`src/rtl/bist_scan_sequencer.sv`:
```
// bist_scan_sequencer: phase sequencer for the scan-based BIST datapath.
// Sequence: seed LFSRs and clear the MISR, then run N_PATTERNS shift/capture
// rounds. After that it flushes the chain, strobes the comparator and reports
// completion.
// Optional feature macro: BIST_ABORT_EN. When it is defined, the abort input
// terminates an active run. Without it, abort is ignored and aborted stays 0.
// All control outputs are registered: they are decoded from the next state,
// so they change on the same edge as the state register.
module bist_scan_sequencer #(
    parameter int CHAIN_LEN  = 8,
    parameter int N_PATTERNS = 64
) (
    input  logic                            CLK,
    input  logic                            RST,
    input  logic                            bist_start,
    input  logic                            abort,
    output logic                            scan_en,
    output logic                            test_sel,
    output logic                            seed_load,
    output logic                            misr_clr,
    output logic                            misr_en,
    output logic                            finish,
    output logic                            running,
    output logic                            bist_end,
    output logic                            aborted,
    output logic [$clog2(N_PATTERNS+1)-1:0] pattern_cnt
);

    localparam int PW = $clog2(N_PATTERNS + 1);
    localparam int CW = $clog2(CHAIN_LEN + 1);
    localparam logic [PW-1:0] PAT_LAST   = PW'(N_PATTERNS);
    localparam logic [CW-1:0] SHIFT_LAST = CW'(CHAIN_LEN - 1);

    typedef enum logic [2:0] {
        S_IDLE    = 3'd0,
        S_INIT    = 3'd1,
        S_SHIFT   = 3'd2,
        S_CAPTURE = 3'd3,
        S_FLUSH   = 3'd4,
        S_COMPARE = 3'd5,
        S_DONE    = 3'd6
    } state_t;

    // Control bit order: {scan_en, test_sel, seed_load, misr_clr, misr_en,
    // finish, running, bist_end}.
    function automatic logic [7:0] decode_ctrl(input state_t s);
        logic [7:0] c;
        case (s)
            S_IDLE:    c = 8'b0000_0000;
            S_INIT:    c = 8'b0111_0010;
            S_SHIFT:   c = 8'b1100_1010;
            S_CAPTURE: c = 8'b0100_1010;
            S_FLUSH:   c = 8'b1100_1010;
            S_COMPARE: c = 8'b0000_0110;
            S_DONE:    c = 8'b0000_0001;
            default:   c = 8'b0000_0000;
        endcase
        return c;
    endfunction

    state_t          state_r;
    state_t          next_state_s;
    logic [CW-1:0]   shift_cnt_r;
    logic [CW-1:0]   shift_cnt_next_s;
    logic [PW-1:0]   pattern_cnt_r;
    logic [PW-1:0]   pattern_cnt_next_s;
    logic [PW-1:0]   pattern_inc_s;
    logic            aborted_r;
    logic            aborted_next_s;
    logic [7:0]      ctrl_r;
    logic            active_s;
    logic            abort_req_s;

    assign active_s = (state_r != S_IDLE) && (state_r != S_DONE);

`ifdef BIST_ABORT_EN
    assign abort_req_s = abort & active_s;
`else
    assign abort_req_s = abort & 1'b0;
`endif

    assign pattern_inc_s = pattern_cnt_r + PW'(1);

    // Next-state, counter and sticky-flag logic.
    always_comb begin
        next_state_s       = state_r;
        shift_cnt_next_s   = shift_cnt_r;
        pattern_cnt_next_s = pattern_cnt_r;
        aborted_next_s     = aborted_r;
        case (state_r)
            S_IDLE: begin
                if (bist_start) begin
                    next_state_s = S_INIT;
                end else begin
                    next_state_s = S_IDLE;
                end
            end
            S_INIT: begin
                next_state_s = S_SHIFT;
            end
            S_SHIFT: begin
                if (shift_cnt_r == SHIFT_LAST) begin
                    next_state_s     = S_CAPTURE;
                    shift_cnt_next_s = {CW{1'b0}};
                end else begin
                    shift_cnt_next_s = shift_cnt_r + CW'(1);
                end
            end
            S_CAPTURE: begin
                pattern_cnt_next_s = pattern_inc_s;
                if (pattern_inc_s == PAT_LAST) begin
                    next_state_s = S_FLUSH;
                end else begin
                    next_state_s = S_SHIFT;
                end
            end
            S_FLUSH: begin
                if (shift_cnt_r == SHIFT_LAST) begin
                    next_state_s     = S_COMPARE;
                    shift_cnt_next_s = {CW{1'b0}};
                end else begin
                    shift_cnt_next_s = shift_cnt_r + CW'(1);
                end
            end
            S_COMPARE: begin
                next_state_s = S_DONE;
            end
            S_DONE: begin
                if (bist_start) begin
                    next_state_s = S_DONE;
                end else begin
                    next_state_s = S_IDLE;
                end
            end
            default: begin
                next_state_s = S_IDLE;
            end
        endcase

        if (abort_req_s) begin
            next_state_s   = S_IDLE;
            aborted_next_s = 1'b1;
        end else begin
            aborted_next_s = aborted_next_s;
        end

        // Entering IDLE or INIT always starts from clean counters.
        if ((next_state_s == S_IDLE) || (next_state_s == S_INIT)) begin
            shift_cnt_next_s   = {CW{1'b0}};
            pattern_cnt_next_s = {PW{1'b0}};
        end else begin
            shift_cnt_next_s   = shift_cnt_next_s;
            pattern_cnt_next_s = pattern_cnt_next_s;
        end

        if (next_state_s == S_INIT) begin
            aborted_next_s = 1'b0;
        end else begin
            aborted_next_s = aborted_next_s;
        end
    end

    // State, counters, sticky flag and registered control outputs.
    always_ff @(posedge CLK) begin
        if (RST) begin
            state_r       <= S_IDLE;
            shift_cnt_r   <= {CW{1'b0}};
            pattern_cnt_r <= {PW{1'b0}};
            aborted_r     <= 1'b0;
            ctrl_r        <= 8'b0000_0000;
        end else begin
            state_r       <= next_state_s;
            shift_cnt_r   <= shift_cnt_next_s;
            pattern_cnt_r <= pattern_cnt_next_s;
            aborted_r     <= aborted_next_s;
            ctrl_r        <= decode_ctrl(next_state_s);
        end
    end

    assign scan_en     = ctrl_r[7];
    assign test_sel    = ctrl_r[6];
    assign seed_load   = ctrl_r[5];
    assign misr_clr    = ctrl_r[4];
    assign misr_en     = ctrl_r[3];
    assign finish      = ctrl_r[2];
    assign running     = ctrl_r[1];
    assign bist_end    = ctrl_r[0];
    assign aborted     = aborted_r;
    assign pattern_cnt = pattern_cnt_r;

endmodule

```
`config.mk`:
```
export PLATFORM = sky130hd
export DESIGN_NAME = bist_scan_sequencer
export DESIGN_NICKNAME = d
export VERILOG_FILES = /design/src/rtl/bist_scan_sequencer.sv
export SDC_FILE = /design/constraint.sdc
export NUM_CORES = 1
export LEC_CHECK = 0
export ABC_AREA = 1
export CAP_MARGIN = 15
export CORE_ASPECT_RATIO = 0.8
export CORE_UTILIZATION = 40
export DETAILED_ROUTE_END_ITERATION = 10
export SETUP_SLACK_MARGIN = 0.2
export SLEW_MARGIN = 30
export SYNTH_ARGS = -nofsm -noshare
export SYNTH_HDL_FRONTEND = slang
export SYNTH_SLANG_ARGS = --single-unit
```
`constraint.sdc`:
```
create_clock -name CLK -period 2.4 [get_ports CLK]
set_input_delay 0.48 -clock CLK [delete_from_list [all_inputs] [get_ports CLK]]
set_output_delay 0.48 -clock CLK [all_outputs]
set_load 0.1 [all_outputs]
```
==> summary.txt, run 1 <==
Flop2flop setup slack - 0.49 ns
Place WS - 0.354 ns
Final setup fails - 0
Max_cap viols - 0
Std-Cell Core Area - 2460 um^2
Final wirelength - 1.89 mm
Leakage power - 0.567 nW
Hold Path Depth - 2
Gpl congestion - 0.830
Flops & latches, synth - 21
Mapped Area - 1040 um^2
Layout area overhead - 19.1%
Post-Layout Cell Count - 203
Net count, final - 175
Kind of start point of the critical path - flop
Total CTS buffers - 3
Vias in the first global route - 711
Share of the yosys chip area belonging to registers - 40.4%
Cells on worst reg2reg path - 14
Final Core Density - 50.4%
Die W - 59.0 um
Min-delay worst type - flop to flop
Hold_sp - shift_cnt_r[1]
End of the worst register-to-register path - ctrl_r[6]
Routed WL per cell - 9.31 um
Synth top area share - 40.4%
CTS Buffer Depth - 2
# fillers - 254
Synth top area cells - dfxtp_1, nand2_1, nor2_1
RR Startpoint - pattern_cnt[0]
Outcome - finished, final reports clean
CTS tree - built
RSZ-0062 raised after global routing - false
WHS Endpoint - shift_cnt_r[1]
Initial core utilization - 42.3%
Hpwl dp - 1.46 mm
DR vias - 937
Root buf cell - clkbuf_4
CTS H-tree lvls - 1
Top Ports - 20
Tcrit/Tclk final - 79.6%
Distinct cells, synth - 26
Syn Inst Count - 149
Detailed Route Iter0 Violations - 21
Site Rows - 16
Final setup TNS - 0 ns
GRT Residual Overflow - 0
Die footprint - 2810 um^2
Pin count of the biggest net entering global routing - 12
Clock sinks - 21
Placed cell count - 198
CP max FO - 6
Fmax - 523 MHz
Most common cell after layout, fill and taps aside - nand2_1
Clk slew on worst S/H paths - 0.11 ns
DR vias/cell - 4.62
Layout cells sized above 1 - 21.0%
Tmin final - 1.91 ns
Final worst slack - 0.489 ns
First-pass GRT wire length - 2.90 mm
Worst Path Arrival - 2.11 ns
Maximum VDD drop - 0.311 mV
WS Path Type - flop to flop
Synth area leader - dfxtp_1
Power Dens Cells - 558 nW/um^2
DRT antenna net count - 0
Remaining DRCs - 0
First drt pass iteration count - 4
Syn avg cell area - 6.99 um^2
PortBufs - 17
Critical path capture point type - flop
Leading cell types in the layout, fill and taps excluded - nand2_1, nor2_1, inv_1, dfxtp_1, buf_4
YS warnings - 0
GRT Total Usage - 14.0%
Die height - 47.6 um
Hold buffers post-CTS - 0
Net Count, Synth - 156
Antenna cells - 0
Initial antenna violation count - 0
Post_cts resized - 0
Required @ worst endpoint - 2.60 ns
Skew-Pair Late Insertion Delay - 0.29 ns
Final count of hold timing violations - 0
Clk_skew - 0.00126 ns
Pins Over Slew Limit - 0
-- kinds of logic (layout without fill, tap and decap cells) --
family          count (synthesis)  count (layout)  synth area share (%)
buf+inv                        27              45                  11.4
other cells                     1               1                 0.360
simple gates                   78              78                  33.1
xor+xnor                        2               2                  1.68
flops                          21              21                  40.4
compound gates                 17              17                  9.49
fa+ha+maj                       3               3                  3.61
-- worst max path at each step --
| stage | startpoint | end | slack, ns | cells after the start |
|---|---|---|---|---|
| after detailed placement | bist_start | ctrl_r[6] | 0.35 | 9 |
| after global routing | pattern_cnt[0] | ctrl_r[6] | 0.28 | 14 |
| after CTS | pattern_cnt[0] | pattern_cnt[6] | 0.44 | 14 |
| after floorplan | pattern_cnt[4] | shift_cnt_r[3] | 0.23 | 14 |
| after global placement | bist_start | ctrl_r[6] | 0.37 | 9 |
| final | pattern_cnt[0] | ctrl_r[6] | 0.49 | 14 |
-- per-stage QoR --
stage | total power, W | instance area, um^2 | hold WS [ns]
floorplan | 0.000504 | 1050 | 0.464
detailed placement | 0.000527 | 1190 | 0.486
global route | 0.000731 | 1240 | 0.524
global placement | 0.000527 | 1190 | 0.480
finish | 0.000692 | 1240 | 0.494
CTS | 0.000699 | 1220 | 0.504
-- critical path, cell delays in order (launching register included) --
cell and delay, ns:
dfxtp_2 0.40, ha_1 0.23, nand2_1 0.08, nor2_1 0.14, nand2_1 0.07, nand2_1 0.06
nand2_1 0.06, nor2_1 0.13, nand2_1 0.07, nand2_1 0.08, nand2_1 0.07, o21bai_1 0.21
nand2_1 0.08, nand2_1 0.08, nand2_1 0.05
-- cells in the mapped netlist (all sizes together) --
master and instances:
conb 1, ha 3, o21bai 2, nand2 40
o31ai 2, clkinv 1, nor3 1, buf 4
dfxtp 21, o21ai 9, inv 22, nand4 2
nor2 23, nor4 1, xnor2 1, nand3 10
xor2 1, a21oi 4, nand3b 1
-- routing by layer --
layer | routed length, um | part of all wire, % | up-vias | global-route usage, %
met1 | 972 | 51 | 419 | 18.3
li1 | - | - | 502 | -
met2 | 849 | 45 | 14 | 22.3
met3 | 51 | 2.7 | 2 | 4.86
met4 | 15 | 0.79 | 0 | 4.29
met5 | 0 | 0 | - | 0
-- sequential cells by signal, indices dropped and copies added (netlist names) --
name / flops
state_r: 3
ctrl_r: 7
shift_cnt_r: 4
pattern_cnt: 7
-- area by class of cell --
| type | count | area (um^2) | share of cell area [%] |
|---|---|---|---|
| clock buffer | 4 | 26.3 | 2.12 |
| timing repair buffer | 18 | 153 | 12.3 |
| multi-input combinational | 101 | 502 | 40.5 |
| sequential | 21 | 427 | 34.4 |
| tap | 36 | 45.0 | 3.63 |
| inverter | 23 | 87.6 | 7.06 |
-- where the power goes --
group	internal, W	switching (W)	total (W)
Clock	0.0000646	0.000101	0.000166
Combinational	0.0000375	0.000122	0.000159
Sequential	0.000360	0.00000684	0.000367
-- what timing repair did --
| action | in CTS | in global routing |
|---|---|---|
| setup endpoints to repair | 0 | 1 |
| endpoints found under the hold margin | 0 | 0 |
| buffers inserted | 0 | 1 |
Note: power is estimated with default switching activity, not from simulation.
==> inputs of run 2 (changes only) <==
- PLACE_DENSITY: default -> 0.67
- clock period: 2.4 -> 1.7 ns (I/O delays scaled with it)
==> run 2 against run 1 <==
Effect of this change: combinational power up 89%; maximum frequency up 6.1%; the flow now finishes with violations (setup timing); highest routed layer unchanged; critical path type unchanged; hold slack better by 0.0048 ns; sequential share of layout area down 7.5 points; non-clock buffer count up 17.
==> summary.txt, run 2 (same netlist as run 1, synthesis figures left out) <==
Cells on worst reg2reg path - 14 (unchanged)
Required @ worst endpoint - 1.91 ns (-0.69 ns)
Die W - 59.0 um (unchanged)
Total area of sequential cells - 438 um^2 (+2.6%)
Kind of start point of the critical path - flop
Die height - 47.6 um (unchanged)
Initial antenna violation count - 0 (unchanged)
Initial core utilization - 42.3% (unchanged)
Routed WL per cell - 10.9 um (+18%)
Worst Hold Slack - 0.499 ns (+0.00484 ns)
Leakage power - 0.697 nW (+23%)
Place WS - -0.190 ns (-0.545 ns)
Slowest-stage cell, CP - dfxtp_4
Critical-path cell list - ha_4, nand2_1, nand2_1, nor2_1, nand3_1, nor2_2, nand2_1, nand2_2, nand2_2, nand2_1, inv_2, nor2_4, buf_12, nor2_1
Hold Path Depth - 2 (unchanged)
CTS tree - built
CTS H-tree lvls - 1 (unchanged)
Clk slew on worst S/H paths - 0.11 ns (about the same)
Skew-Pair Late Insertion Delay - 0.31 ns (+0.02 ns)
Worst Path Arrival - 2.01 ns (-0.10 ns)
Critical path capture point type - flop
Hold_sp - shift_cnt_r[1]
DR vias - 1022 (+9.1%)
Layout area overhead - 56.3%
Remaining DRCs - 0 (unchanged)
Final setup fails - 14 (+14)
Pins Over Slew Limit - 0 (unchanged)
Final instance area - 1630 um^2 (+31%)
Outcome - finished with violations
Crit path top cell by count - nand2_1
Std-Cell Core Area - 2460 um^2 (unchanged)
Vias in the first global route - 907 (+28%)
Layout cells sized above 1 - 38.6% (+18 points)
Hpwl dp - 1.75 mm (+20%)
CTS Buffer Depth - 2 (unchanged)
Antenna cells - 0 (unchanged)
Total power - 0.00107 W (+55%)
Total CTS buffers - 3 (unchanged)
Failing checks - setup timing
Tcrit/Tclk final - 106% (+26 points)
Max_cap viols - 0 (unchanged)
Site Rows - 16 (unchanged)
Net count, final - 192 (+9.7%)
Leading cell types in the layout, fill and taps excluded - nand2_1, inv_1, buf_12, buf_4
Most common cell after layout, fill and taps aside - nand2_1
WHS Endpoint - shift_cnt_r[1]
Flop2flop setup slack - -0.10 ns (-0.59 ns)
Fmax - 556 MHz (+6.1%)
Min-delay worst type - flop to flop
PortBufs - 17 (unchanged)
Post-place instance area - 1510 um^2 (+27%)
Top Ports - 20 (unchanged)
Clk_skew - 0.0106 ns (+0.00929 ns)
DR vias/cell - 4.65 (+0.64%)
First-pass GRT wire length - 3.83 mm (+32%)
Clock sinks - 21 (unchanged)
Multi-input combinational cell area - 557 um^2 (+11%)
Tmin final - 1.80 ns (-0.111 ns)
Pin count of the biggest net entering global routing - 12 (unchanged)
End of the worst register-to-register path - pattern_cnt[0]
Final worst slack - -0.100 ns (-0.589 ns)
First drt pass iteration count - 4 (unchanged)
DRT antenna net count - 0 (unchanged)
Maximum VDD drop - 0.411 mV (+32%)
Die footprint - 2810 um^2 (unchanged)
Final count of hold timing violations - 0 (unchanged)
GRT Residual Overflow - 0 (unchanged)
CP max FO - 7 (+1)
RR Startpoint - pattern_cnt[0]
Gpl congestion - 0.757 (-8.8%)
Detailed Route Iter0 Violations - 22 (+4.8%)
GRT Total Usage - 18.6% (+4.6 points)
# fillers - 199 (-22%)
Final wirelength - 2.41 mm (+27%)
Largest stage delay, worst path - 0.38 ns (-0.02 ns)
Root buf cell - clkbuf_4
Final Core Density - 66.1% (+16 points)
Power Dens Cells - 658 nW/um^2 (+18%)
RSZ-0062 raised after global routing - true
WS Path Type - flop to flop
## run 2: routing by layer
metal  vias to the layer above  wire length, um  global-route usage [%]
met2                        17             1190                    34.8
met5                         -                0                       0
met1                       467             1100                    21.9
met3                         4               86                    5.95
met4                         0               31                    2.86
li1                        534                -                       -
## run 2: through the flow
stage / std cells / TNS, ns
2_1_floorplan: 149 / -1.95
3_3_place_gp: 212 / -1.90
3_5_place_dp: 212 / -2.49
4_1_cts: 220 / -0.485
5_1_grt: 220 / -3.07
6_report: 220 / -1.14
## run 2: what timing repair did
item / 4_1_cts / 5_1_grt
pin swaps: 6 / 7
gates resized for setup: 8 / 10
hold buffers: 0 / 0
buffers inserted: 4 / 0
endpoints found under the setup margin: 16 / 19
## run 2: worst max path at each step
stage | start | to | slack, ns | depth (start not counted)
floorplan | pattern_cnt[0] | shift_cnt_r[3] | -0.15 | 15
global placement | bist_start | ctrl_r[6] | -0.14 | 9
detailed placement | bist_start | ctrl_r[1] | -0.19 | 9
CTS | pattern_cnt[0] | pattern_cnt[0] | -0.05 | 15
global route | pattern_cnt[1] | pattern_cnt[1] | -0.22 | 15
finish | pattern_cnt[0] | pattern_cnt[0] | -0.10 | 14
## run 2: where the power goes
group          total, W  internal [W]  switching (W)
Combinational  0.000301      0.000111       0.000189
Clock          0.000247     0.0000917       0.000156
Sequential     0.000522      0.000505      0.0000168
## run 2: worst max-delay path: cells and delay by family, from the launching register on
family,cells,cell delay [ns]
adders and majority gates,1,0.17
buffers and inverters,2,0.19
and+or+nand+nor,11,0.97
DFF,1,0.38
## run 2: area by class of cell
cell class | instances | area share [%]
clock buffer | 4 | 1.62
inverter | 23 | 5.46
multi-input combinational | 101 | 34.2
sequential | 21 | 26.9
tap | 36 | 2.77
timing repair buffer | 35 | 29.0
==> inputs of run 3 (changes only) <==
- clock period: 1.7 -> 1.55 ns (I/O delays scaled with it)
==> run 3 against run 2 <==
Effect of this change: the flow still finishes with violations (setup timing); combinational power up 15%; die area did not move; critical path depth up 1; utilization increased by 6.0 points; sequential power is 9.2% higher; sequential share of layout area decreased by 2.1 points; total power increased by 9.4%; first-iteration DRC count grew 55%; design area rose by 9.2%; hold slack got worse by 0.0043 ns; via count rose by 5.7%; maximum frequency increased by 3.3%.
==> summary.txt, run 3 (same netlist as run 1, synthesis figures left out) <==
Antenna cells - 0 (unchanged)
Clk_skew - 0.0103 ns (-0.000214 ns)
CTS Buffer Depth - 2 (unchanged)
Tmin final - 1.74 ns (-0.0571 ns)
Pins Over Slew Limit - 0 (unchanged)
Vias in the first global route - 983 (+8.4%)
Final setup fails - 16 (+2)
Net count, final - 209 (+8.9%)
DR vias - 1080 (+5.7%)
RSZ-0062 raised after global routing - true
PortBufs - 17 (unchanged)
Min-delay worst type - flop to flop
Maximum VDD drop - 0.454 mV (+10%)
Final worst slack - -0.193 ns (-0.0929 ns)
Layout area overhead - 70.6%
Initial core utilization - 42.3% (unchanged)
Final instance area - 1780 um^2 (+9.2%)
Detailed Route Iter0 Violations - 34 (+55%)
Worst Path Arrival - 1.93 ns (-0.08 ns)
WS Path Type - flop to flop
Layout cells sized above 1 - 42.8% (+4.2 points)
First drt pass iteration count - 4 (unchanged)
Leading cell types in the layout, fill and taps excluded - nand2_1, buf_4, inv_1, nor2_1, buf_12
Power Dens Cells - 659 nW/um^2 (+0.25%)
Die footprint - 2810 um^2 (unchanged)
Final Core Density - 72.1% (+6.0 points)
Root buf cell - clkbuf_4
# fillers - 190 (-4.5%)
Max_cap viols - 0 (unchanged)
DR vias/cell - 4.56 (-1.9%)
Site Rows - 16 (unchanged)
Final wirelength - 2.55 mm (+5.7%)
Clock sinks - 21 (unchanged)
First-pass GRT wire length - 4.13 mm (+7.9%)
DRT antenna net count - 0 (unchanged)
Fmax - 574 MHz (+3.3%)
Total CTS buffers - 3 (unchanged)
Clk slew on worst S/H paths - 0.10 ns (about the same)
GRT Residual Overflow - 0 (unchanged)
Leakage power - 0.790 nW (+13%)
Place WS - -0.339 ns (-0.149 ns)
Routed WL per cell - 10.7 um (-1.9%)
Hpwl dp - 1.87 mm (+7.2%)
Kind of start point of the critical path - flop
CTS tree - built
CP max FO - 11 (+4)
Top Ports - 20 (unchanged)
Final count of hold timing violations - 0 (unchanged)
Required @ worst endpoint - 1.74 ns (-0.17 ns)
Outcome - finished with violations
Tcrit/Tclk final - 112% (+6.6 points)
Die W - 59.0 um (unchanged)
GRT Total Usage - 20.2% (+1.5 points)
CTS H-tree lvls - 1 (unchanged)
Most common cell after layout, fill and taps aside - nand2_1
Critical path capture point type - flop
Post-place instance area - 1640 um^2 (+8.3%)
Std-Cell Core Area - 2460 um^2 (unchanged)
Die height - 47.6 um (unchanged)
Gpl congestion - 0.780 (+3.0%)
Pin count of the biggest net entering global routing - 12 (unchanged)
Initial antenna violation count - 0 (unchanged)
Skew-Pair Late Insertion Delay - 0.30 ns (about the same)
Failing checks - setup timing
Remaining DRCs - 0 (unchanged)
[run 3: cell types whose count changed in the layout (fill, tap and decap cells not counted), sizes merged]
cell	before	now
buf	33	50
clkinv	0	1
inv	23	22
[run 3: metrics by stage]
stage	power (W)	hold slack, ns	setup TNS (ns)	std cells
CTS	0.00116	0.499	-2.27	235
global route	0.00122	0.518	-4.34	237
global placement	0.000906	0.476	-3.08	227
finish	0.00117	0.495	-2.42	237
detailed placement	0.000912	0.482	-3.90	227
floorplan	0.000776	0.382	-4.27	149
[run 3: per-layer routing]
metal | vias to the layer above | part of all wire (%) | wire length (um) | global-route usage (%)
met5 | - | 0 | 0 | 0
met4 | 0 | 0 | 0 | 3.81
met3 | 0 | 4.4 | 111 | 5.95
met2 | 23 | 50 | 1270 | 35.0
met1 | 495 | 46 | 1170 | 25.5
li1 | 562 | - | - | -
[run 3: final timing paths]
kind | start | end | slack (ns) | cells past startpoint
setup / recovery | pattern_cnt[0] | shift_cnt_r[3] | -0.19 | 15
hold / removal | shift_cnt_r[1] | shift_cnt_r[1] | 0.49 | 2
setup reg to reg | pattern_cnt[0] | shift_cnt_r[3] | -0.19 | 15
hold reg to reg | shift_cnt_r[1] | shift_cnt_r[1] | 0.49 | 2
[run 3: area by class of cell]
type | instances | area (um^2) | area share, %
multi-input cells | 101 | 573 | 32.3
clock buffers | 4 | 26.3 | 1.48
inverters | 23 | 87.6 | 4.93
repair buffers | 52 | 603 | 34.0
well taps | 36 | 45.0 | 2.54
flip-flops and latches | 21 | 440 | 24.8
[run 3: report_power, final]
| group | switching, W | internal (W) |
|---|---|---|
| Clock | 0.000155 | 0.000100 |
| Sequential | 0.0000180 | 0.000552 |
| Combinational | 0.000210 | 0.000136 |
[run 3: repair_timing]
| action | 4_1_cts | 5_1_grt |
|---|---|---|
| buffers inserted | 4 | 2 |
| pin swaps | 11 | 7 |
| endpoints found under the setup margin | 18 | 23 |
| resized for setup | 7 | 12 |
| hold buffers | 0 | 0 |
[run 3: critical path: stages, from the launching register on]
cell,delay [ns]
dfxtp_4,0.38
ha_4,0.16
nand2_2,0.06
nor2_2,0.09
nand2_1,0.06
nand2_1,0.07
nand2_2,0.07
nor2_2,0.12
nand2_1,0.07
nand2_2,0.10
nand2_4,0.07
nand2_2,0.07
inv_2,0.05
nor2_4,0.10
buf_12,0.14
nor2_1,0.05
